==> src/rtl/ram_rw_pkg.sv <==
// ram_rw_pkg
// Shared types and helpers for the RAM-port read/write engines.
//   mm2s_state_t : read-engine control states
//   beats()      : number of bus beats covering a byte count
//   last_keep()  : byte-enable mask for the final beat of a transfer
// Helpers work on a wide fixed width so any module parameterisation can
// call them and cast the result down to its own widths.
package ram_rw_pkg;

    typedef enum logic [1:0] {
        IDLE  = 2'd0,
        ISSUE = 2'd1,
        DRAIN = 2'd2,
        DONE  = 2'd3
    } mm2s_state_t;

    localparam int unsigned CALC_W     = 64;
    localparam int unsigned KEEP_MAX_W = 128;

    // ceil(nbytes / 2**bpb_lg)
    function automatic logic [CALC_W-1:0] beats(input logic [CALC_W-1:0] nbytes,
                                                input int unsigned       bpb_lg);
        logic [CALC_W-1:0] mask;
        logic [CALC_W-1:0] whole;
        mask  = (CALC_W'(1) << bpb_lg) - CALC_W'(1);
        whole = nbytes >> bpb_lg;
        return ((nbytes & mask) != '0) ? whole + CALC_W'(1) : whole;
    endfunction

    // Low (nbytes mod bpb) bits set; all ones when the count is beat-aligned.
    function automatic logic [KEEP_MAX_W-1:0] last_keep(input logic [CALC_W-1:0] nbytes,
                                                        input int unsigned       bpb_lg);
        logic [CALC_W-1:0] rem;
        rem = nbytes & ((CALC_W'(1) << bpb_lg) - CALC_W'(1));
        if (rem == '0)
            return '1;
        return (KEEP_MAX_W'(1) << rem) - KEEP_MAX_W'(1);
    endfunction

endpackage

==> src/rtl/ram_resp_fifo.sv <==
// ram_resp_fifo
// Synchronous FIFO for RAM read responses / write data. Head word and
// flags are driven straight from registers, so nothing on the push side
// reaches the read side combinationally.
// Ports:
//   clk, rstn   clock, async active-low reset (empties the FIFO)
//   push, din   write side; a push while full is dropped
//   pop, dout   read side; dout is the head word, valid while !empty
//   full, empty occupancy flags
module ram_resp_fifo #(
    parameter int WIDTH = 128,
    parameter int DEPTH = 4
) (
    input  logic             clk,
    input  logic             rstn,
    input  logic             push,
    input  logic [WIDTH-1:0] din,
    input  logic             pop,
    output logic [WIDTH-1:0] dout,
    output logic             full,
    output logic             empty
);

    localparam int PTR_W = (DEPTH > 1) ? $clog2(DEPTH) : 1;
    localparam int CNT_W = $clog2(DEPTH + 1);

    logic [WIDTH-1:0] mem [DEPTH];
    logic [PTR_W-1:0] wr_ptr, rd_ptr;
    logic [CNT_W-1:0] cnt;
    logic             do_push, do_pop;

    assign do_push = push && !full;
    assign do_pop  = pop && !empty;

    // Storage is not reset; the pointers define what is valid.
    always_ff @(posedge clk) begin
        if (do_push)
            mem[wr_ptr] <= din;
    end

    // DEPTH is a power of two, so the pointers wrap on their own.
    always_ff @(posedge clk or negedge rstn) begin
        if (!rstn) begin
            wr_ptr <= '0;
            rd_ptr <= '0;
            cnt    <= '0;
        end else begin
            if (do_push)
                wr_ptr <= wr_ptr + PTR_W'(1);
            if (do_pop)
                rd_ptr <= rd_ptr + PTR_W'(1);
            case ({do_push, do_pop})
                2'b10:   cnt <= cnt + CNT_W'(1);
                2'b01:   cnt <= cnt - CNT_W'(1);
                default: cnt <= cnt;
            endcase
        end
    end

    assign dout  = mem[rd_ptr];
    assign empty = (cnt == '0);
    assign full  = (cnt == CNT_W'(DEPTH));

endmodule

==> src/rtl/ram_mm2s_reader.sv <==
// ram_mm2s_reader
// Memory-to-stream read engine. Takes one descriptor (aligned base byte
// address, byte count), issues word reads on the RAM port, buffers the
// in-order responses and replays them as an AXI-Stream burst with
// tkeep/tlast.
// Ports:
//   clk, rstn                        clock, async active-low reset
//   cmd_valid/ready/addr/bytes       descriptor handshake
//   rd_en/addr, rd_wait              read request (accepted on rd_en && !rd_wait)
//   rd_ack, rd_data                  in-order read responses
//   m_axis_tvalid/tready/tdata/tkeep/tlast  output stream
//   busy                             transfer in progress
//   done                             one-cycle pulse once the transfer drained
module ram_mm2s_reader
    import ram_rw_pkg::*;
#(
    parameter int AXI_WIDTH      = 128,
    parameter int AXI_ADDR_WIDTH = 32,
    parameter int LEN_WIDTH      = 32,
    parameter int FIFO_DEPTH     = 4
) (
    input  logic                      clk,
    input  logic                      rstn,
    input  logic                      cmd_valid,
    output logic                      cmd_ready,
    input  logic [AXI_ADDR_WIDTH-1:0] cmd_addr,
    input  logic [LEN_WIDTH-1:0]      cmd_bytes,
    output logic                      rd_en,
    output logic [AXI_ADDR_WIDTH-1:0] rd_addr,
    input  logic                      rd_wait,
    input  logic                      rd_ack,
    input  logic [AXI_WIDTH-1:0]      rd_data,
    output logic                      m_axis_tvalid,
    input  logic                      m_axis_tready,
    output logic [AXI_WIDTH-1:0]      m_axis_tdata,
    output logic [AXI_WIDTH/8-1:0]    m_axis_tkeep,
    output logic                      m_axis_tlast,
    output logic                      busy,
    output logic                      done
);

    localparam int BPB    = AXI_WIDTH / 8;
    localparam int BPB_LG = $clog2(BPB);
    localparam int CRD_W  = $clog2(FIFO_DEPTH + 1);

    mm2s_state_t               state, state_nxt;
    logic [AXI_ADDR_WIDTH-1:0] addr_r;
    logic [LEN_WIDTH-1:0]      req_left, beat_left, n_beats;
    logic [BPB-1:0]            keep_last_r, n_keep;
    logic [CRD_W-1:0]          credits;

    logic cmd_acc, issue_ok, req_acc, strm_hs, xfer_active;
    logic fifo_push, fifo_pop, fifo_full, fifo_empty;

    assign n_beats = LEN_WIDTH'(beats(CALC_W'(cmd_bytes), BPB_LG));
    assign n_keep  = BPB'(last_keep(CALC_W'(cmd_bytes), BPB_LG));

    assign cmd_ready   = (state == IDLE);
    assign busy        = (state != IDLE);
    assign done        = (state == DONE);
    assign xfer_active = (state == ISSUE) || (state == DRAIN);
    assign cmd_acc     = cmd_valid && cmd_ready;

    // A credit is a FIFO slot not yet claimed by an outstanding read or a
    // buffered beat, so a response always finds room.
    assign issue_ok = (state == ISSUE) && (credits != '0);
    assign rd_en    = issue_ok;
    assign rd_addr  = addr_r;
    assign req_acc  = issue_ok && !rd_wait;

    assign m_axis_tvalid = !fifo_empty;
    assign strm_hs       = m_axis_tvalid && m_axis_tready;
    assign fifo_pop      = strm_hs;
    // Responses outside a transfer are stale; the full guard only matters
    // if a responder ignores the credit scheme.
    assign fifo_push     = rd_ack && xfer_active && !fifo_full;

    assign m_axis_tlast = m_axis_tvalid && (beat_left == LEN_WIDTH'(1));
    assign m_axis_tkeep = (beat_left == LEN_WIDTH'(1)) ? keep_last_r : '1;

    ram_resp_fifo #(
        .WIDTH (AXI_WIDTH),
        .DEPTH (FIFO_DEPTH)
    ) u_fifo (
        .clk   (clk),
        .rstn  (rstn),
        .push  (fifo_push),
        .din   (rd_data),
        .pop   (fifo_pop),
        .dout  (m_axis_tdata),
        .full  (fifo_full),
        .empty (fifo_empty)
    );

    always_ff @(posedge clk or negedge rstn) begin
        if (!rstn)
            state <= IDLE;
        else
            state <= state_nxt;
    end

    always_comb begin
        state_nxt = state;
        case (state)
            IDLE: begin
                if (cmd_valid)
                    state_nxt = (n_beats == '0) ? DONE : ISSUE;
            end
            ISSUE: begin
                if (req_acc && req_left == LEN_WIDTH'(1))
                    state_nxt = DRAIN;
            end
            DRAIN: begin
                // Leave on the final handshake itself so done lands the
                // very next cycle.
                if (beat_left == '0 || (strm_hs && beat_left == LEN_WIDTH'(1)))
                    state_nxt = DONE;
            end
            DONE:    state_nxt = IDLE;
            default: state_nxt = IDLE;
        endcase
    end

    always_ff @(posedge clk or negedge rstn) begin
        if (!rstn) begin
            addr_r      <= '0;
            req_left    <= '0;
            beat_left   <= '0;
            keep_last_r <= '1;
        end else if (cmd_acc) begin
            addr_r      <= cmd_addr;
            req_left    <= n_beats;
            beat_left   <= n_beats;
            keep_last_r <= n_keep;
        end else begin
            if (req_acc) begin
                addr_r   <= addr_r + AXI_ADDR_WIDTH'(BPB);
                req_left <= req_left - LEN_WIDTH'(1);
            end
            if (strm_hs)
                beat_left <= beat_left - LEN_WIDTH'(1);
        end
    end

    always_ff @(posedge clk or negedge rstn) begin
        if (!rstn)
            credits <= CRD_W'(FIFO_DEPTH);
        else begin
            case ({req_acc, strm_hs})
                2'b10:   credits <= credits - CRD_W'(1);
                2'b01:   credits <= credits + CRD_W'(1);
                default: credits <= credits;
            endcase
        end
    end

endmodule
==> config.mk <==
export PLATFORM = sky130hd
export DESIGN_NAME = ram_mm2s_reader
export DESIGN_NICKNAME = d
export VERILOG_FILES = /design/src/rtl/ram_rw_pkg.sv /design/src/rtl/ram_resp_fifo.sv /design/src/rtl/ram_mm2s_reader.sv
export SDC_FILE = /design/constraint.sdc
export NUM_CORES = 1
export LEC_CHECK = 0
export BUFFER_PORTS_ARGS = -buffer_cell sky130_fd_sc_hd__buf_2
export CELL_PAD_IN_SITES_DETAIL_PLACEMENT = 1
export CELL_PAD_IN_SITES_GLOBAL_PLACEMENT = 1
export CORE_UTILIZATION = 45
export CTS_CLUSTER_DIAMETER = 40
export DETAILED_ROUTE_END_ITERATION = 8
export PLACE_DENSITY = 0.8
export SLEW_MARGIN = 20
export SYNTH_ARGS = -nofsm -noshare
export SYNTH_HDL_FRONTEND = slang
export SYNTH_SLANG_ARGS = --single-unit
==> constraint.sdc <==
create_clock -name clk -period 6.5 [get_ports clk]
set_clock_uncertainty 0.05 [all_clocks]
set_input_delay 1.3 -clock clk [delete_from_list [all_inputs] [get_ports clk]]
set_output_delay 1.3 -clock clk [all_outputs]
set_load 0.05 [all_outputs]
Word-level counts from Yosys, hierarchy flattened
Memory sizes are Yosys's and may differ from the RTL's.
Index checks and enable logic that the tools add are counted.

storage, ports and cells
  memory bits (writable) = 512
  memories kept = 1
  word-level logic and storage cells = 84
  register bits = 124

memories
  memory      depth  width  read ports  clocked after memory_dff  wr ports  line                 RTL
  u_fifo.mem  4      128    1           0                         1         ram_resp_fifo.sv:27  logic [WIDTH-1:0] mem [DEPTH];

operators by class
  multiplexer cells = 20
  reductions and logical operators = 29
  shift-type cells = 1
  add/sub/neg operators = 11
  equal/unequal tests = 13

operator list
  operator                                                                 number
  32-bit 2-to-1 mux                                                        6
  32-bit by 1-bit == test with 1-bit output, second input constant         2
  32-bit zero test                                                         2
  64-bit zero test                                                         1
  64-bit nonzero test                                                      1
  32-bit by 1-bit subtractor with 32-bit output, second input constant     2
  16-bit 2-to-1 mux                                                        3
  32-bit by 5-bit adder with 32-bit output, second input constant          1
  28-bit by 1-bit adder with 29-bit output, second input constant          1
  29-bit 2-to-1 mux                                                        1
  1-bit by 4-bit << shifter with 16-bit output, first input constant       1
  16-bit by 2-bit subtractor with 16-bit output, second input constant     1
  3-bit case mux with 2 select lines                                       2
  1-bit logical AND                                                        11
  2-bit nonzero test                                                       5
  2-bit == test, second input constant                                     4
  2-bit 2-to-1 mux                                                         4
  2-bit case mux with 4 select lines                                       1
  3-bit by 1-bit adder with 3-bit output, second input constant            2
  2-bit by 1-bit == test with 1-bit output, second input constant          3
  3-bit by 1-bit subtractor with 3-bit output, second input constant       2
  2-bit by 1-bit adder with 2-bit output, second input constant            2
  2-bit by 1-bit inequality test with 1-bit output, second input constant  2
  3-bit == test, second input constant                                     1
  other kinds (8)                                                          13

Longest topological paths before layout
Gate-level depths: netlist of the first run.

  word-level depth = 7
  mapped depth = 12
  gate-level depth less buffers = 11

Modules after synthesis
Synthesis of the first run repeated with hierarchy kept, for this count alone.

second synthesis, totals
  cell total of the unflattened synthesis = 1528
  area total of the unflattened synthesis = 26008.7 µm²

by module, submodules not included
  module           times used  area each (µm²)  seq. area each (µm²)  cells each
  ram_resp_fifo    1           18885.6          15549.9               706
  ram_mm2s_reader  1           7123.1           2949.1                822

Least setup slack after synthesis of the first run
Ideal clock, no wire load.

  kind = input-to-reg
  start = in rd_ack
  end = mem u_fifo.mem[0][0] (enable)
  path slack = 1.234 ns
  arrival time = 4.713 ns
  cell stages on the path = 3
  path buffers = 0
  path through = nand2_1 a31oi_1 and2_1

on the way
  word-level cells in the longest chain between the ends = 5

ends and longest elaborated chain
  item                                    line                   RTL
  from (decl)                             ram_mm2s_reader.sv:31  input logic rd_ack,
  1-bit logical AND (2 in a row)          ram_mm2s_reader.sv:76  assign fifo_push = rd_ack && xfer_active && !fifo_full;
  1-bit logical AND                       ram_resp_fifo.sv:32    assign do_push = push && !full;
  1-bit 2-to-1 mux                        ram_resp_fifo.sv:37    if (do_push)
  1-bit 2-to-1 mux (implied by the code)  ram_resp_fifo.sv:38    mem[wr_ptr] <= din;
  to (decl)                               ram_resp_fifo.sv:27

No other way between the ends.

Worst setup path in the final report of the first run
  start = reg beat_left[14]
  end = out m_axis_tkeep[14]

on the way
  word-level cells in the longest chain between the ends = 2

ends and longest elaborated chain
  item                                       line                    RTL
  from (decl)                                ram_mm2s_reader.sv:48   logic [LEN_WIDTH-1:0] req_left, beat_left, n_beats;
  from (signal assigned)                     ram_mm2s_reader.sv:133  beat_left <= n_beats;
  from (signal assigned)                     ram_mm2s_reader.sv:141  beat_left <= beat_left - LEN_WIDTH'(1);
  32-bit by 1-bit == test with 1-bit output  ram_mm2s_reader.sv:79   assign m_axis_tkeep = (beat_left == LEN_WIDTH'(1)) ? keep_last_r : '1;
  16-bit 2-to-1 mux                          ram_mm2s_reader.sv:79
  to (decl)                                  ram_mm2s_reader.sv:36   output logic [AXI_WIDTH/8-1:0] m_axis_tkeep,

No other way between the ends.

==> results.sh, run 1 <==
export IMPL_stdcell_count=2785
export IMPL_grt_total_usage_pct=23.6
export IMPL_synth_enable_flop_cells=512
export IMPL_cts_buffers=92
export IMPL_ys_seq_area_share_pct=71.6
export IMPL_syn_nets=1733
export IMPL_nFillCells=5395
export IMPL_rsz0062_at_grt="no"
export IMPL_crit_chain="or3_1 -> or4_1 -> or3_1 -> nor2_1 -> nand2_1 -> or2_2 -> buf_2"
export IMPL_cts_setup_buffers=0
export IMPL_status="complete, no violations"
export IMPL_crit_buf_inv=1
export IMPL_arrival_ps=3530
export IMPL_post_drt_wl_per_cell_um=24.8
export IMPL_drc=0
export IMPL_synth_largest_area_cell="edfxtp_1"
export IMPL_io_buffers=379
export IMPL_rows=87
export IMPL_cts_htree_levels=3
export IMPL_dp_slack_ps=2270
export IMPL_io_pins=380
export IMPL_via_per_inst=5.53
export IMPL_first_iter_violations=882
export IMPL_drt_pre_antenna_iters=4
export IMPL_setup_tns_final_ps=0
export IMPL_place_gp_congestion=0.817
export IMPL_final_max_slew_viol_count=0
export IMPL_dp_hpwl_um=41600
export IMPL_syn_inst=1515
export IMPL_worstSetupPathType="flip-flop to output pin"
export IMPL_antenna_found_initial=22
export IMPL_ant_nets=0
export IMPL_slowest_delay_ps=540
export IMPL_syn_area_sq_um=25800
export IMPL_irDropWorstVdd_uv=406
export IMPL_ys_warnings_count=0
export IMPL_gr_total_overflow=0
export IMPL_hold_buffers=0
export IMPL_max_freq_ghz=0.205
export IMPL_ys_types=63
export IMPL_die_area_sq_um=58400
export IMPL_clockBufferDepth=3
export IMPL_crit_path_frequent_cell="or3_1"
export IMPL_fin_nets=2155
export IMPL_post_cts_resized=0
export IMPL_die_x_um=242
export IMPL_cpLargestDelayFamily="simple AND/OR/NAND/NOR gates"
export IMPL_num_vias=15400
export IMPL_slowest_stage="or4_1"
export IMPL_dp_cells=2599
export IMPL_layout_setup_ws_ps=1620
export IMPL_relSlewSlack_pct=36.9
export IMPL_setup_viol=0
export IMPL_synth_flop_cell="edfxtp_1"
export IMPL_fp_dieH_um=242
export IMPL_drive_above_1_share_pct=36.9
export IMPL_clk_latency_ps=640
export IMPL_coreArea_sq_um=56600
export IMPL_drv_cap=0
export IMPL_min_period_ps=4880
export IMPL_p_per_area_nw_per_um2=539
export IMPL_syn_to_final_growth_pct=23.5
export IMPL_synth_async_reset_ratio_pct=19.5
export IMPL_finalWirelength_um=68900
export IMPL_synth_top_cells_by_area="edfxtp_1 59%, mux4_2 11%, dfrtp_1 10%"
export IMPL_critPathMaxFanout=16
export IMPL_worstPathRequired_ps=5150
export IMPL_cts_tree="yes"
export IMPL_period_share_pct=75.1
export IMPL_startpoint_type="flip-flop"
export IMPL_yosysTopAreaCellShare_pct=59.5
export IMPL_mostFrequentLayoutCells="512 x edfxtp_1, 378 x buf_2, 128 x mux4_2"
export IMPL_holdCritPathClass="flip-flop to flip-flop"
export IMPL_grt_pass1_vias=16600
export IMPL_grt_max_degree=86
export IMPL_grt_pass1_wl_um=104000
export IMPL_ys_ff_latch=636
export IMPL_leakagePower_nw=11.3
export IMPL_final_common_cell="edfxtp_1"
export IMPL_tightestPinTransition_ps=939
export IMPL_cts_sinks=636
export IMPL_root_buffer="clkbuf_16"
export IMPL_path_clk_slew_ps=60
export IMPL_synth_avg_cell_area_sq_um=17.1
export IMPL_cp_end_kind="output pin"
export IMPL_initial_core_util_pct=45.7
export IMPL_finalHoldViolCount=0
## per-stage QoR
stage	power, mW	hold WS (ps)	utilization [%]	area (sq um)
finish	17.2	421	56.4	31900
global route	17.9	448	56.4	31900
global placement	11.9	404	50.6	28600
floorplan	10.4	381	-	25800
detailed placement	12.1	414	50.6	28600
CTS	17.4	423	56.3	31900
## cell type report
| type | count | area (sq um) | area share, % |
|---|---|---|---|
| sequential | 636 | 18500 | 58.0 |
| multi-input combinational | 790 | 7020 | 22.0 |
| clock buffer | 101 | 2390 | 7.48 |
| timing repair buffer | 391 | 2060 | 6.47 |
| tap | 756 | 946 | 2.96 |
| clock inverter | 72 | 868 | 2.72 |
| inverter | 26 | 97.6 | 0.306 |
| antenna | 13 | 32.5 | 0.102 |
## path summary, 6_finish.rpt
kind,startpoint,end,slack (ps),depth (start not counted)
min in group asynchronous,rstn,rd_addr[2],680,1
worst min register to register,keep_last_r[7],keep_last_r[7],420,2
worst min-delay path,keep_last_r[7],keep_last_r[7],420,2
max in group asynchronous,rstn,u_fifo.rd_ptr[1],4260,2
worst max register to register,state[1],req_left[12],3020,9
worst max-delay path,beat_left[14],m_axis_tkeep[14],1620,7
## flip-flops by register name, indices dropped and copies added (netlist names)
name,cells
req_left,32
u_fifo.rd_ptr,2
rd_addr,32
u_fifo.cnt,3
state,2
credits,3
u_fifo.wr_ptr,2
beat_left,32
u_fifo.mem,512
keep_last_r,16
## routing by layer
layer | wire length, um | vias to the layer above | track usage, % | share of wire [%]
met1 | 26900 | 7900 | 29.6 | 39
met2 | 34800 | 609 | 39.5 | 50
met3 | 5330 | 119 | 6.29 | 7.7
met5 | 122 | - | 0 | 0.18
met4 | 1820 | 18 | 8.34 | 2.6
li1 | - | 6758 | - | -
## where the power goes
part | total, mW | switching, mW | internal (mW)
registers | 6.08 | 0.671 | 5.41
logic | 5.94 | 4.17 | 1.77
clock network | 5.18 | 2.05 | 3.14
## tightest hold or removal path: cells and delay by family, from the launching register on
| kind | cells | cell delay [ps] |
|---|---|---|
| flip-flops | 1 | 370 |
| AND/OR/NAND/NOR | 2 | 90 |
## synthesized netlist by cell type, types with 4 or more instances
library cell and number:
and2_1 16, ha_1 18, mux2i_1 4, or4_1 13, buf_1 17, nor2b_1 4
or3_1 10, nand2_1 96, buf_2 5, nand4_1 20, nor4_1 19, nand2b_1 5
edfxtp_1 512, clkbuf_1 40, xnor2_1 74, a21oi_1 61, a31oi_1 12, or2_2 20
dfrtp_1 107, inv_1 26, nor3_1 32, xor2_1 49, and3_1 7, nand3_1 24
nor2_1 81, dfstp_2 17, o21ai_0 45, mux4_2 128
## cell families after synthesis
family | after synthesis | synth area share (%)
flip-flops | 636 | 71.6
AND/OR/NAND/NOR | 373 | 7.44
AO/OA/AOI/OAI | 141 | 3.12
multiplexers | 133 | 11.4
XOR/XNOR | 123 | 4.17
buffers and inverters | 89 | 1.32
adder cells (fa/ha/maj) | 20 | 1.03
Power figures use the tool's default switching activity.
==> run 2, diff against run 1 <==
==> constraint.sdc (replaced) <==
create_clock -name clk -period 5.07 [get_ports clk]
set_clock_uncertainty 0.05 [all_clocks]
set_input_delay 1.014 -clock clk [delete_from_list [all_inputs] [get_ports clk]]
set_output_delay 1.014 -clock clk [all_outputs]
set_load 0.05 [all_outputs]
==> run 2 against run 1 <==
  * Highest routed layer unchanged
  * Critical path depth stayed put
  * Critical path type unchanged
  * Clock-buffer cell count is 1 lower
  * Critical endpoint is now m_axis_tkeep[8]
  * Non-clock buffer count is 11 higher
==> results.sh, run 2 (synthesis gave the netlist of run 1 again) <==
export IMPL_worstRegToRegCells=6
export IMPL_post_cts_resized=0
export IMPL_grt_pass1_wl_um=104000
export IMPL_tightestPinTransition_ps=1070
export IMPL_mostFrequentLayoutCells="512 x edfxtp_1, 378 x buf_2, 128 x mux4_2"
export IMPL_rows=87
export IMPL_crit_path_frequent_cell="or3_1"
export IMPL_arrival_ps=3640
export IMPL_leakagePower_nw=11.4
export IMPL_gr_total_overflow=0
export IMPL_power_mw=22.0
export IMPL_min_period_ps=4710
export IMPL_drc=0
export IMPL_layout_setup_ws_ps=363
export IMPL_rsz0062_at_grt="no"
export IMPL_cp_end_kind="output pin"
export IMPL_critPathMaxFanout=16
export IMPL_holdCritPathClass="flip-flop to flip-flop"
export IMPL_utilization_pct=56.5
export IMPL_clk_latency_ps=630
export IMPL_cpLargestDelayFamily="simple AND/OR/NAND/NOR gates"
export IMPL_final_max_slew_viol_count=0
export IMPL_stdcell_count=2790
export IMPL_coreArea_sq_um=56600
export IMPL_largest_reg_flops=512
export IMPL_cts_htree_levels=3
export IMPL_place_gp_congestion=0.814
export IMPL_drt_pre_antenna_iters=5
export IMPL_grt_total_usage_pct=23.4
export IMPL_slowest_stage="or4_1"
export IMPL_max_freq_ghz=0.212
export IMPL_startpoint_type="flip-flop"
export IMPL_path_clk_slew_ps=60
export IMPL_io_buffers=379
export IMPL_first_iter_violations=810
export IMPL_cts_buffers=89
export IMPL_cts_setup_buffers=0
export IMPL_fin_nets=2163
export IMPL_die_x_um=242
export IMPL_crit_chain="or3_1 -> or4_1 -> or3_1 -> nor2_1 -> nand2_1 -> or2_2 -> buf_2"
export IMPL_grt_max_degree=129
export IMPL_initial_core_util_pct=45.7
export IMPL_grt_pass1_vias=16700
export IMPL_ant_nets=0
export IMPL_syn_to_final_growth_pct=23.7
export IMPL_io_pins=380
export IMPL_post_drt_wl_per_cell_um=24.3
export IMPL_p_per_area_nw_per_um2=689
export IMPL_finalWirelength_um=67800
export IMPL_clockBufferDepth=3
export IMPL_final_common_cell="edfxtp_1"
export IMPL_dp_hpwl_um=41900
export IMPL_hold_slack_ps=424
export IMPL_die_area_sq_um=58400
export IMPL_status="complete, no violations"
export IMPL_regToRegSetupSlack_ps=2080
export IMPL_finalHoldViolCount=0
export IMPL_dp_slack_ps=1030
export IMPL_setup_tns_final_ps=0
export IMPL_drv_cap=0
export IMPL_regMostFlops="u_fifo.mem"
export IMPL_cts_tree="yes"
export IMPL_crit_end="m_axis_tkeep[8]"
export IMPL_rr_startpoint="state[0]"
export IMPL_cts_sinks=636
export IMPL_drive_above_1_share_pct=37.2
export IMPL_setup_viol=0
export IMPL_hold_buffers=0
export IMPL_crit_buf_inv=1
export IMPL_antenna_found_initial=20
export IMPL_fin_area_sq_um=32000
export IMPL_crit_path_start="beat_left[14]"
export IMPL_dp_cells=2610
export IMPL_worstSetupPathType="flip-flop to output pin"
export IMPL_r2r_end="u_fifo.mem[3][116]"
export IMPL_via_per_inst=5.51
export IMPL_root_buffer="clkbuf_16"
export IMPL_dpl_cell_area_sq_um=28700
export IMPL_fp_dieH_um=242
export IMPL_path_depth=7
export IMPL_hp_start="keep_last_r[7]"
export IMPL_period_share_pct=92.8
export IMPL_irDropWorstVdd_uv=455
export IMPL_num_vias=15400
export IMPL_relSlewSlack_pct=28.9
export IMPL_slowest_delay_ps=530
export IMPL_worstPathRequired_ps=4010
==> run 2: cell count changes in the layout (fill, tap and decap cells not counted), moves of 2 or more <==
cell / change
clkinv_16: -2
bufinv_16: +3
clkinvlp_4: +4
buf_4: +10
inv_6: -5
clkbuf_16: -2
clkinv_1: -4
==> run 2: worst min-delay path by stage <==
stage,endpoint,cells after the start
after detailed placement,keep_last_r[7],2
final,keep_last_r[7],2
after floorplan,keep_last_r[2],2
after global placement,keep_last_r[7],2
after global routing,rd_addr[3],2
after CTS,keep_last_r[7],2
==> run 2: worst reg2reg max path, delay by kind of cell, from the launching register on <==
family	cells	cell delay, ps
AOI/OAI and AO/OA	1	550
adders and majority gates	1	310
buffers and inverters	2	580
DFF	1	400
and+or+nand+nor	2	780
==> run 2: layout make-up <==
type | count | area, sq um
tap | 756 | 946
sequential | 636 | 18500
clock buffer | 100 | 2350
timing repair buffer | 402 | 2160
clock inverter | 66 | 867
fill | 5398 | 24600
antenna | 14 | 35.0
multi-input combinational | 790 | 7020
inverter | 26 | 97.6
==> run 2: report_power, final <==
group	internal (mW)	switching, mW
registers	6.93	0.817
clock network	4.09	2.50
logic	2.31	5.40
total	13.3	8.71
==> run 2: routing by layer <==
metal / GRT usage [%] / vias to the layer above / routed length [um]
li1: - / 6784 / -
met1: 29.9 / 7858 / 27000
met2: 38.7 / 578 / 33900
met3: 5.80 / 133 / 4890
met4: 8.92 / 22 / 1900
met5: 0 / - / 142
